## src/rtl/lc_fetch_ctl.sv

```systemverilog
// lc_fetch_ctl: macro-instruction fetch sequencer for the location counter.
// Owns the byte-address LC, fetches the containing memory word on demand and
// presents halfwords (or zero-extended bytes) to the decoder via valid/ready.
// Optional word prefetch buffer enabled by defining LC_PREFETCH_EN.
module lc_fetch_ctl #(
    parameter int unsigned LC_W   = 26,
    parameter int unsigned WORD_W = 32
) (
    input  logic              clk,
    input  logic              reset,
    input  logic              lc_load,
    input  logic [LC_W-1:0]   lc_load_val,
    input  logic              byte_mode,
    output logic              instr_valid,
    input  logic              instr_ready,
    output logic [15:0]       instr,
    output logic              mem_req,
    output logic [LC_W-3:0]   mem_addr,
    input  logic              mem_ack,
    input  logic [WORD_W-1:0] mem_data,
    input  logic              mem_err,
    output logic [LC_W-1:0]   lc,
    output logic              needfetch,
    output logic              fault
);

    localparam int unsigned WA_W = LC_W - 2;

    typedef enum logic [2:0] {
        ST_EMPTY   = 3'd0,
        ST_FETCH   = 3'd1,
        ST_FULL    = 3'd2,
        ST_DISCARD = 3'd3,
        ST_FAULT   = 3'd4
    } state_e;

    state_e              state_q, state_d;
    logic [LC_W-1:0]     lc_q, lc_d;
    logic [WORD_W-1:0]   buf_q, buf_d;
    logic [WA_W-1:0]     buf_addr_q, buf_addr_d;
    logic                buf_valid_q, buf_valid_d;
    logic                mem_req_q, mem_req_d;
    logic [WA_W-1:0]     mem_addr_q, mem_addr_d;
    logic                fault_q, fault_d;

`ifdef LC_PREFETCH_EN
    logic [WORD_W-1:0]   pf_data_q, pf_data_d;
    logic [WA_W-1:0]     pf_addr_q, pf_addr_d;
    logic                pf_valid_q, pf_valid_d;
    logic                pf_req_q, pf_req_d;
`endif

    logic [2:0]          step_c;
    logic [2:0]          low_sum_c;
    logic                cross_c;
    logic [LC_W-1:0]     lc_inc_c;
    logic                advance_c;

    // Advance arithmetic: next LC and carry out of lc[1] (word crossing)
    always_comb begin
        step_c    = byte_mode ? 3'd1 : 3'd2;
        low_sum_c = {1'b0, lc_q[1:0]} + step_c;
        cross_c   = low_sum_c[2];
        lc_inc_c  = lc_q + LC_W'(step_c);
    end

    assign instr_valid = (state_q == ST_FULL) && !lc_load;
    assign advance_c   = instr_valid && instr_ready;
    assign needfetch   = !(buf_valid_q && (buf_addr_q == lc_q[LC_W-1:2]));

    // Select the halfword or byte addressed by LC from the buffered word
    always_comb begin
        instr = 16'h0000;
        if (byte_mode) begin
            case (lc_q[1:0])
                2'd0:    instr = {8'h00, buf_q[7:0]};
                2'd1:    instr = {8'h00, buf_q[15:8]};
                2'd2:    instr = {8'h00, buf_q[23:16]};
                default: instr = {8'h00, buf_q[31:24]};
            endcase
        end else begin
            instr = lc_q[1] ? buf_q[31:16] : buf_q[15:0];
        end
    end

    // Next-state and register-update logic
    always_comb begin
        state_d     = state_q;
        lc_d        = lc_q;
        buf_d       = buf_q;
        buf_addr_d  = buf_addr_q;
        buf_valid_d = buf_valid_q;
        mem_req_d   = mem_req_q;
        mem_addr_d  = mem_addr_q;
        fault_d     = fault_q;
`ifdef LC_PREFETCH_EN
        pf_data_d   = pf_data_q;
        pf_addr_d   = pf_addr_q;
        pf_valid_d  = pf_valid_q;
        pf_req_d    = pf_req_q;
`endif

        if (lc_load) begin
            // Load wins over everything; an unanswered request must still be drained
            lc_d        = lc_load_val;
            buf_valid_d = 1'b0;
            fault_d     = 1'b0;
`ifdef LC_PREFETCH_EN
            pf_valid_d  = 1'b0;
`endif
            if (mem_req_q && !mem_ack) begin
                state_d = ST_DISCARD;
            end else begin
                state_d   = ST_EMPTY;
                mem_req_d = 1'b0;
`ifdef LC_PREFETCH_EN
                pf_req_d  = 1'b0;
`endif
            end
        end else begin
            case (state_q)
                ST_EMPTY: begin
                    state_d    = ST_FETCH;
                    mem_req_d  = 1'b1;
                    mem_addr_d = lc_q[LC_W-1:2];
`ifdef LC_PREFETCH_EN
                    pf_req_d   = 1'b0;
`endif
                end

                ST_FETCH: begin
                    if (mem_ack) begin
                        mem_req_d = 1'b0;
`ifdef LC_PREFETCH_EN
                        pf_req_d  = 1'b0;
`endif
                        if (mem_err) begin
`ifdef LC_PREFETCH_EN
                            // A failed prefetch being waited on is retried as a demand fetch
                            if (pf_req_q) begin
                                state_d = ST_EMPTY;
                            end else begin
                                state_d = ST_FAULT;
                                fault_d = 1'b1;
                            end
`else
                            state_d = ST_FAULT;
                            fault_d = 1'b1;
`endif
                        end else begin
                            state_d     = ST_FULL;
                            buf_d       = mem_data;
                            buf_addr_d  = mem_addr_q;
                            buf_valid_d = 1'b1;
                        end
                    end
                end

                ST_FULL: begin
`ifdef LC_PREFETCH_EN
                    // Complete an outstanding prefetch, or start one when idle
                    if (mem_req_q && mem_ack) begin
                        mem_req_d = 1'b0;
                        pf_req_d  = 1'b0;
                        if (!mem_err) begin
                            pf_valid_d = 1'b1;
                            pf_data_d  = mem_data;
                            pf_addr_d  = mem_addr_q;
                        end
                    end else if (!mem_req_q && !pf_valid_q) begin
                        mem_req_d  = 1'b1;
                        mem_addr_d = lc_q[LC_W-1:2] + WA_W'(1);
                        pf_req_d   = 1'b1;
                    end
`endif
                    if (advance_c) begin
                        lc_d = lc_inc_c;
                        if (cross_c) begin
                            buf_valid_d = 1'b0;
`ifdef LC_PREFETCH_EN
                            pf_valid_d  = 1'b0;
                            if (pf_valid_q && (pf_addr_q == lc_inc_c[LC_W-1:2])) begin
                                // Promote prefetched word without a bubble
                                buf_d       = pf_data_q;
                                buf_addr_d  = pf_addr_q;
                                buf_valid_d = 1'b1;
                            end else if (mem_req_q && pf_req_q &&
                                         (mem_addr_q == lc_inc_c[LC_W-1:2])) begin
                                // Needed word is already in flight: wait for it
                                if (mem_ack) begin
                                    mem_req_d = 1'b0;
                                    pf_req_d  = 1'b0;
                                    if (!mem_err) begin
                                        buf_d       = mem_data;
                                        buf_addr_d  = mem_addr_q;
                                        buf_valid_d = 1'b1;
                                    end else begin
                                        state_d = ST_EMPTY;
                                    end
                                end else begin
                                    state_d = ST_FETCH;
                                end
                            end else if (mem_req_q && !mem_ack) begin
                                state_d = ST_DISCARD;
                            end else begin
                                state_d   = ST_EMPTY;
                                mem_req_d = 1'b0;
                                pf_req_d  = 1'b0;
                            end
`else
                            state_d = ST_EMPTY;
`endif
                        end
                    end
                end

                ST_DISCARD: begin
                    // Drop the abandoned response, then refetch at the new LC
                    if (mem_ack) begin
                        mem_req_d = 1'b0;
                        state_d   = ST_EMPTY;
`ifdef LC_PREFETCH_EN
                        pf_req_d  = 1'b0;
`endif
                    end
                end

                ST_FAULT: begin
                    mem_req_d = 1'b0;
                    fault_d   = 1'b1;
                end

                default: begin
                    state_d   = ST_EMPTY;
                    mem_req_d = 1'b0;
                end
            endcase
        end
    end

    // State and datapath registers, synchronous active-high reset
    always_ff @(posedge clk) begin
        if (reset) begin
            state_q     <= ST_EMPTY;
            lc_q        <= '0;
            buf_q       <= '0;
            buf_addr_q  <= '0;
            buf_valid_q <= 1'b0;
            mem_req_q   <= 1'b0;
            mem_addr_q  <= '0;
            fault_q     <= 1'b0;
        end else begin
            state_q     <= state_d;
            lc_q        <= lc_d;
            buf_q       <= buf_d;
            buf_addr_q  <= buf_addr_d;
            buf_valid_q <= buf_valid_d;
            mem_req_q   <= mem_req_d;
            mem_addr_q  <= mem_addr_d;
            fault_q     <= fault_d;
        end
    end

`ifdef LC_PREFETCH_EN
    // Prefetch buffer registers
    always_ff @(posedge clk) begin
        if (reset) begin
            pf_data_q  <= '0;
            pf_addr_q  <= '0;
            pf_valid_q <= 1'b0;
            pf_req_q   <= 1'b0;
        end else begin
            pf_data_q  <= pf_data_d;
            pf_addr_q  <= pf_addr_d;
            pf_valid_q <= pf_valid_d;
            pf_req_q   <= pf_req_d;
        end
    end
`endif

    assign mem_req  = mem_req_q;
    assign mem_addr = mem_addr_q;
    assign lc       = lc_q;
    assign fault    = fault_q;

endmodule
```

## config.mk

```make
export PLATFORM = sky130hd
export DESIGN_NAME = lc_fetch_ctl
export DESIGN_NICKNAME = d
export VERILOG_FILES = /design/src/rtl/lc_fetch_ctl.sv
export SDC_FILE = /design/constraint.sdc
export NUM_CORES = 1
export LEC_CHECK = 0
export ABC_AREA = 1
export ABC_CLOCK_PERIOD_IN_PS = 2400
export BUFFER_PORTS_ARGS = -buffer_cell sky130_fd_sc_hd__clkbuf_2
export CAP_MARGIN = 15
export CELL_PAD_IN_SITES_DETAIL_PLACEMENT = 1
export CELL_PAD_IN_SITES_GLOBAL_PLACEMENT = 1
export CORE_UTILIZATION = 37
export CTS_CLUSTER_SIZE = 25
export DETAILED_ROUTE_END_ITERATION = 10
export PLACE_DENSITY_LB_ADDON = 0.1
export SLEW_MARGIN = 20
export SYNTH_ARGS = -nofsm -noshare
export SYNTH_HDL_FRONTEND = slang
export SYNTH_SLANG_ARGS = --single-unit
```

## constraint.sdc

```tcl
create_clock -name clk -period 2.4 [get_ports clk]
set_input_delay 0.24 -clock clk [delete_from_list [all_inputs] [get_ports clk]]
set_output_delay 0.24 -clock clk [all_outputs]
set_load 0.05 [all_outputs]
```

==> summary by stage <==
STA
The number of slew-limit violations in the final report is 0. The worst clock skew is 0.0138 ns. Of the available clock period, the critical path in the final layout requires 0.937. The worst max-slew margin expressed relative to the limit is 0.605.

The clock period could shrink to 2.25 ns. For the pin with the worst max-slew slack, the measured transition is 0.593 ns. The count of endpoints failing setup in the final report is 0. For this run, the top clock speed supported by timing is 445 MHz. The final total negative setup slack is 0 ns. The hold violation total from the final report came to 0. Setup repair after global routing left no endpoint under its margin.

Clock network
The count of hold buffers inserted by post-cts repair is 0. The later pin in the worst-skew pair is clocked with a latency of 0.37 ns. The root buffer cell chosen for the clock tree is sky130_fd_sc_hd__clkbuf_16. After clock tree synthesis, the clock-pin slew on the worst setup and hold paths is 0.07 ns. The H-tree was split into 3 levels. No sink is reached through more buffers than the 2 on the longest clock path. TritonCTS built the clock tree. The sink count of the clock tree is 112. Counting the buffers created by CTS gives 9.

Yosys
The number of enable flip-flop cells after synthesis is 0. Sorting the synthesized cells by how often they occur yields 204 x sky130_fd_sc_hd__nor2_1, 130 x sky130_fd_sc_hd__nand2_1, 112 x sky130_fd_sc_hd__dfxtp_1. The Yosys step of the flow raised 0 warnings.

The cell area after synthesis is 5520 um2. The sequential area share after synthesis is 0.406. The average cell area after synthesis is 6.77 um2. The total of flip-flops plus latches after synthesis is 112. The number of nets in the synthesized netlist is 884. Among all flip-flop cells after synthesis, the most frequent one is sky130_fd_sc_hd__dfxtp_1. The most instantiated library cell after synthesis is sky130_fd_sc_hd__nor2_1. The share of synthesized area in the top cell type comes to 0.406. The share of flip-flops with an asynchronous set or reset is 0. The synthesized netlist cell count is 816. The number of different library cells used by synthesis comes to 43. Ranked by total cell area, the synthesized netlist is headed by sky130_fd_sc_hd__dfxtp_1 41%, sky130_fd_sc_hd__nor2_1 14%, sky130_fd_sc_hd__o21ai_0 9.1%, sky130_fd_sc_hd__nand2_1 8.8%, sky130_fd_sc_hd__a21oi_1 3.5%. The largest total area in the synthesized netlist belongs to sky130_fd_sc_hd__dfxtp_1.

Critical path
By startpoint and endpoint, the worst setup path is classified as flip-flop to output port. The required time of the worst setup path is 2.16 ns. STA puts the critical path data arrival time at 2.01 ns. The nature of the critical path endpoint is an output port. Traced cell by cell, the critical path runs through buf_8 > clkinvlp_4 > nor2_1 > nand2_1 > nand3_1 > a31oi_1 > o22ai_2 > clkbuf_4. In this design, the stage delay of the slowest critical-path cell is 0.44 ns. The cell with the biggest individual delay on the critical path is sky130_fd_sc_hd__dfxtp_1.

The startpoint class of the critical path is a flip-flop. In this run the worst path has a maximum fanout of 22.

Route
The aggregate routed wire length is 19300 um. The count of nets left with antenna violations once routing finished came out at 0. After detailed routing, the number of vias per cell comes to 5.27.

In the final routed layout, each cell accounts on average for 17.2 um. For this run, design rule violations remaining after detail routing come to 0. The via total after detailed routing is 5935. The highest routed metal layer is met4. The first TritonRoute pass finished after 4 iterations. The detailed route wirelength on metal2 is 9090 um.

The number of DRC markers in iteration 0 is 384. Detailed routing placed a total of 1010 um of wire on met3. The wire length the detailed router placed on met1 is 9040 um.

Floorplan
The die is 124 um wide. The row count is 44. The starting utilization of the core area is 0.380. The region available for standard cell placement spans 14500 um2. The height of the die is 124 um. The die covers 15400 um2. Pin placement for this block handled 135 I/O pins.

Run status
The run finished with clean final reports.

Global route
The total global routing track utilization is 0.263. The initial antenna violation count is 0. The remaining global-route overflow is 0. The global-route wire length before repair is 30500 um.

The number of global-route vias before repair came to 5946. The pin count of the biggest net entering global routing is 58.

Final layout
The number of antenna diodes in the final layout is 0. At the end of the flow, the number of nets in the layout was 1006. The area growth from synthesis to layout is 23.4%. Fill cells in the final layout number 1948. In the final layout, the share of cells above drive strength 1 is 0.212.

Power
In this run the power spent charging and discharging nets is 1.69 mW. The worst-case IR drop observed on VDD is 0.000361 V. The clock network fraction of design power is 0.343. The total power of the final layout is 4.94 mW. Of the total power, the share spent switching nets is 0.342.

In this run the static leakage power is 2.81 nW. The share of total power in combinational logic is 0.230. The cell internal power dissipation is 3.25 mW. Dividing total power by cell area gives a power density of 725 nW/um2. The share of total power in sequential cells is 0.427.

Placement
Input and output buffers added on the ports amount to 134. Detailed placement ended at an HPWL of 14300 um. At the end of routability-driven placement, the weighted congestion stood at 0.910.

Job
Across the run, the number of max-cap violations was 0.

Hold path
The type of the tightest min-delay check is input port to flip-flop.
-- kinds of logic (layout without fill, tap and decap cells) --
group | Yosys count | in the layout | share of synthesized area
XOR/XNOR | 9 | 9 | 0.0143
flip-flops | 112 | 112 | 0.406
AND/OR/NAND/NOR | 405 | 405 | 0.307
adder cells (fa/ha/maj) | 3 | 3 | 0.00816
AO/OA/AOI/OAI | 195 | 195 | 0.191
buffers and inverters | 86 | 213 | 0.0626
multiplexers | 6 | 6 | 0.0109
-- repair_timing --
item,4_1_cts,5_1_grt
resized for setup,2,3
endpoints found under the hold margin,0,0
endpoints found under the setup margin,2,2
setup buffers,0,2
-- metrics by stage --
step | worst slack [ns] | utilization | instance area (um2) | hold slack (ns) | cells
after global placement | 0.378 | 0.444 | 6450 | 0.464 | 1109
after global routing | 0.00937 | 0.469 | 6810 | 0.122 | 1127
after detailed placement | 0.273 | 0.444 | 6450 | 0.471 | 1109
after floorplan | 0.0655 | - | 5570 | 0.309 | 816
final | 0.150 | 0.469 | 6810 | 0.133 | 1127
after CTS | 0.0306 | 0.467 | 6790 | 0.113 | 1125
-- cells in the final DEF (no fill, tap or decap), types with 2 or more instances in the layout --
cell type	instances
sky130_fd_sc_hd__a21oi_1	39
sky130_fd_sc_hd__a22o_1	3
sky130_fd_sc_hd__a22oi_1	2
sky130_fd_sc_hd__a31oi_1	7
sky130_fd_sc_hd__buf_12	3
sky130_fd_sc_hd__buf_4	14
sky130_fd_sc_hd__bufinv_16	2
sky130_fd_sc_hd__clkbuf_16	9
sky130_fd_sc_hd__clkbuf_2	132
sky130_fd_sc_hd__clkinvlp_4	2
sky130_fd_sc_hd__dfxtp_1	112
sky130_fd_sc_hd__ha_1	2
sky130_fd_sc_hd__inv_1	38
sky130_fd_sc_hd__inv_2	5
sky130_fd_sc_hd__mux2i_1	6
sky130_fd_sc_hd__nand2_1	130
sky130_fd_sc_hd__nand2_2	3
sky130_fd_sc_hd__nand3_1	36
sky130_fd_sc_hd__nand4_1	6
sky130_fd_sc_hd__nor2_1	204
sky130_fd_sc_hd__nor2_2	9
sky130_fd_sc_hd__nor3_1	6
sky130_fd_sc_hd__nor4_1	3
sky130_fd_sc_hd__o211ai_1	6
sky130_fd_sc_hd__o21ai_0	100
sky130_fd_sc_hd__o21ai_1	19
sky130_fd_sc_hd__o22ai_1	4
sky130_fd_sc_hd__o22ai_2	8
sky130_fd_sc_hd__xnor2_1	5
sky130_fd_sc_hd__xor2_1	4
-- worst paths after layout --
path,startpoint,endpoint,slack (ns),cells after the start
min,mem_data[8],buf_q[8],0.13,3
max,lc[1],instr[7],0.15,8
min reg2reg,buf_q[22],buf_q[22],0.48,2
max reg2reg,lc[0],lc[18],0.30,10
-- worst max-delay path, delay by kind of cell (launching register included) --
family | cells | cell delay, ns
DFF | 1 | 0.44
and+or+nand+nor | 3 | 0.40
AOI/OAI and AO/OA | 2 | 0.18
buffers and inverters | 3 | 0.63
-- layout make-up --
type	instances	area, um2	share of cell area
multi-input cells	618	2980	0.438
flip-flops and latches	112	2240	0.329
repair buffers	152	853	0.125
clock buffers	11	243	0.0356
well taps	184	230	0.0338
inverters	45	173	0.0253
clock inverters	5	87.6	0.0129
-- power groups by stage --
stage | Combinational (mW) | Sequential (mW) | Clock [mW]
6_report | 1.13 | 2.11 | 1.70
3_5_place_dp | 1.13 | 2.15 | 0
4_1_cts | 1.13 | 2.11 | 1.75
3_3_place_gp | 1.10 | 2.14 | 0
5_1_grt | 1.24 | 2.12 | 1.82
2_1_floorplan | 0.512 | 2.40 | 0
-- sequential cells by signal (all words and copies together) (netlist names) --
name / flops
buf_q: 32
lc: 26
buf_addr_q: 24
mem_addr: 24
state_q: 3
buf_valid_q: 1
fault: 1
mem_req: 1
-- metal layers --
layer | up-vias | global-route usage
met5 | - | 0
met3 | 15 | 0.0549
met2 | 156 | 0.433
li1 | 2940 | -
met1 | 2824 | 0.346
met4 | 0 | 0.0699
No activity file was read; power rests on OpenSTA's default activity.
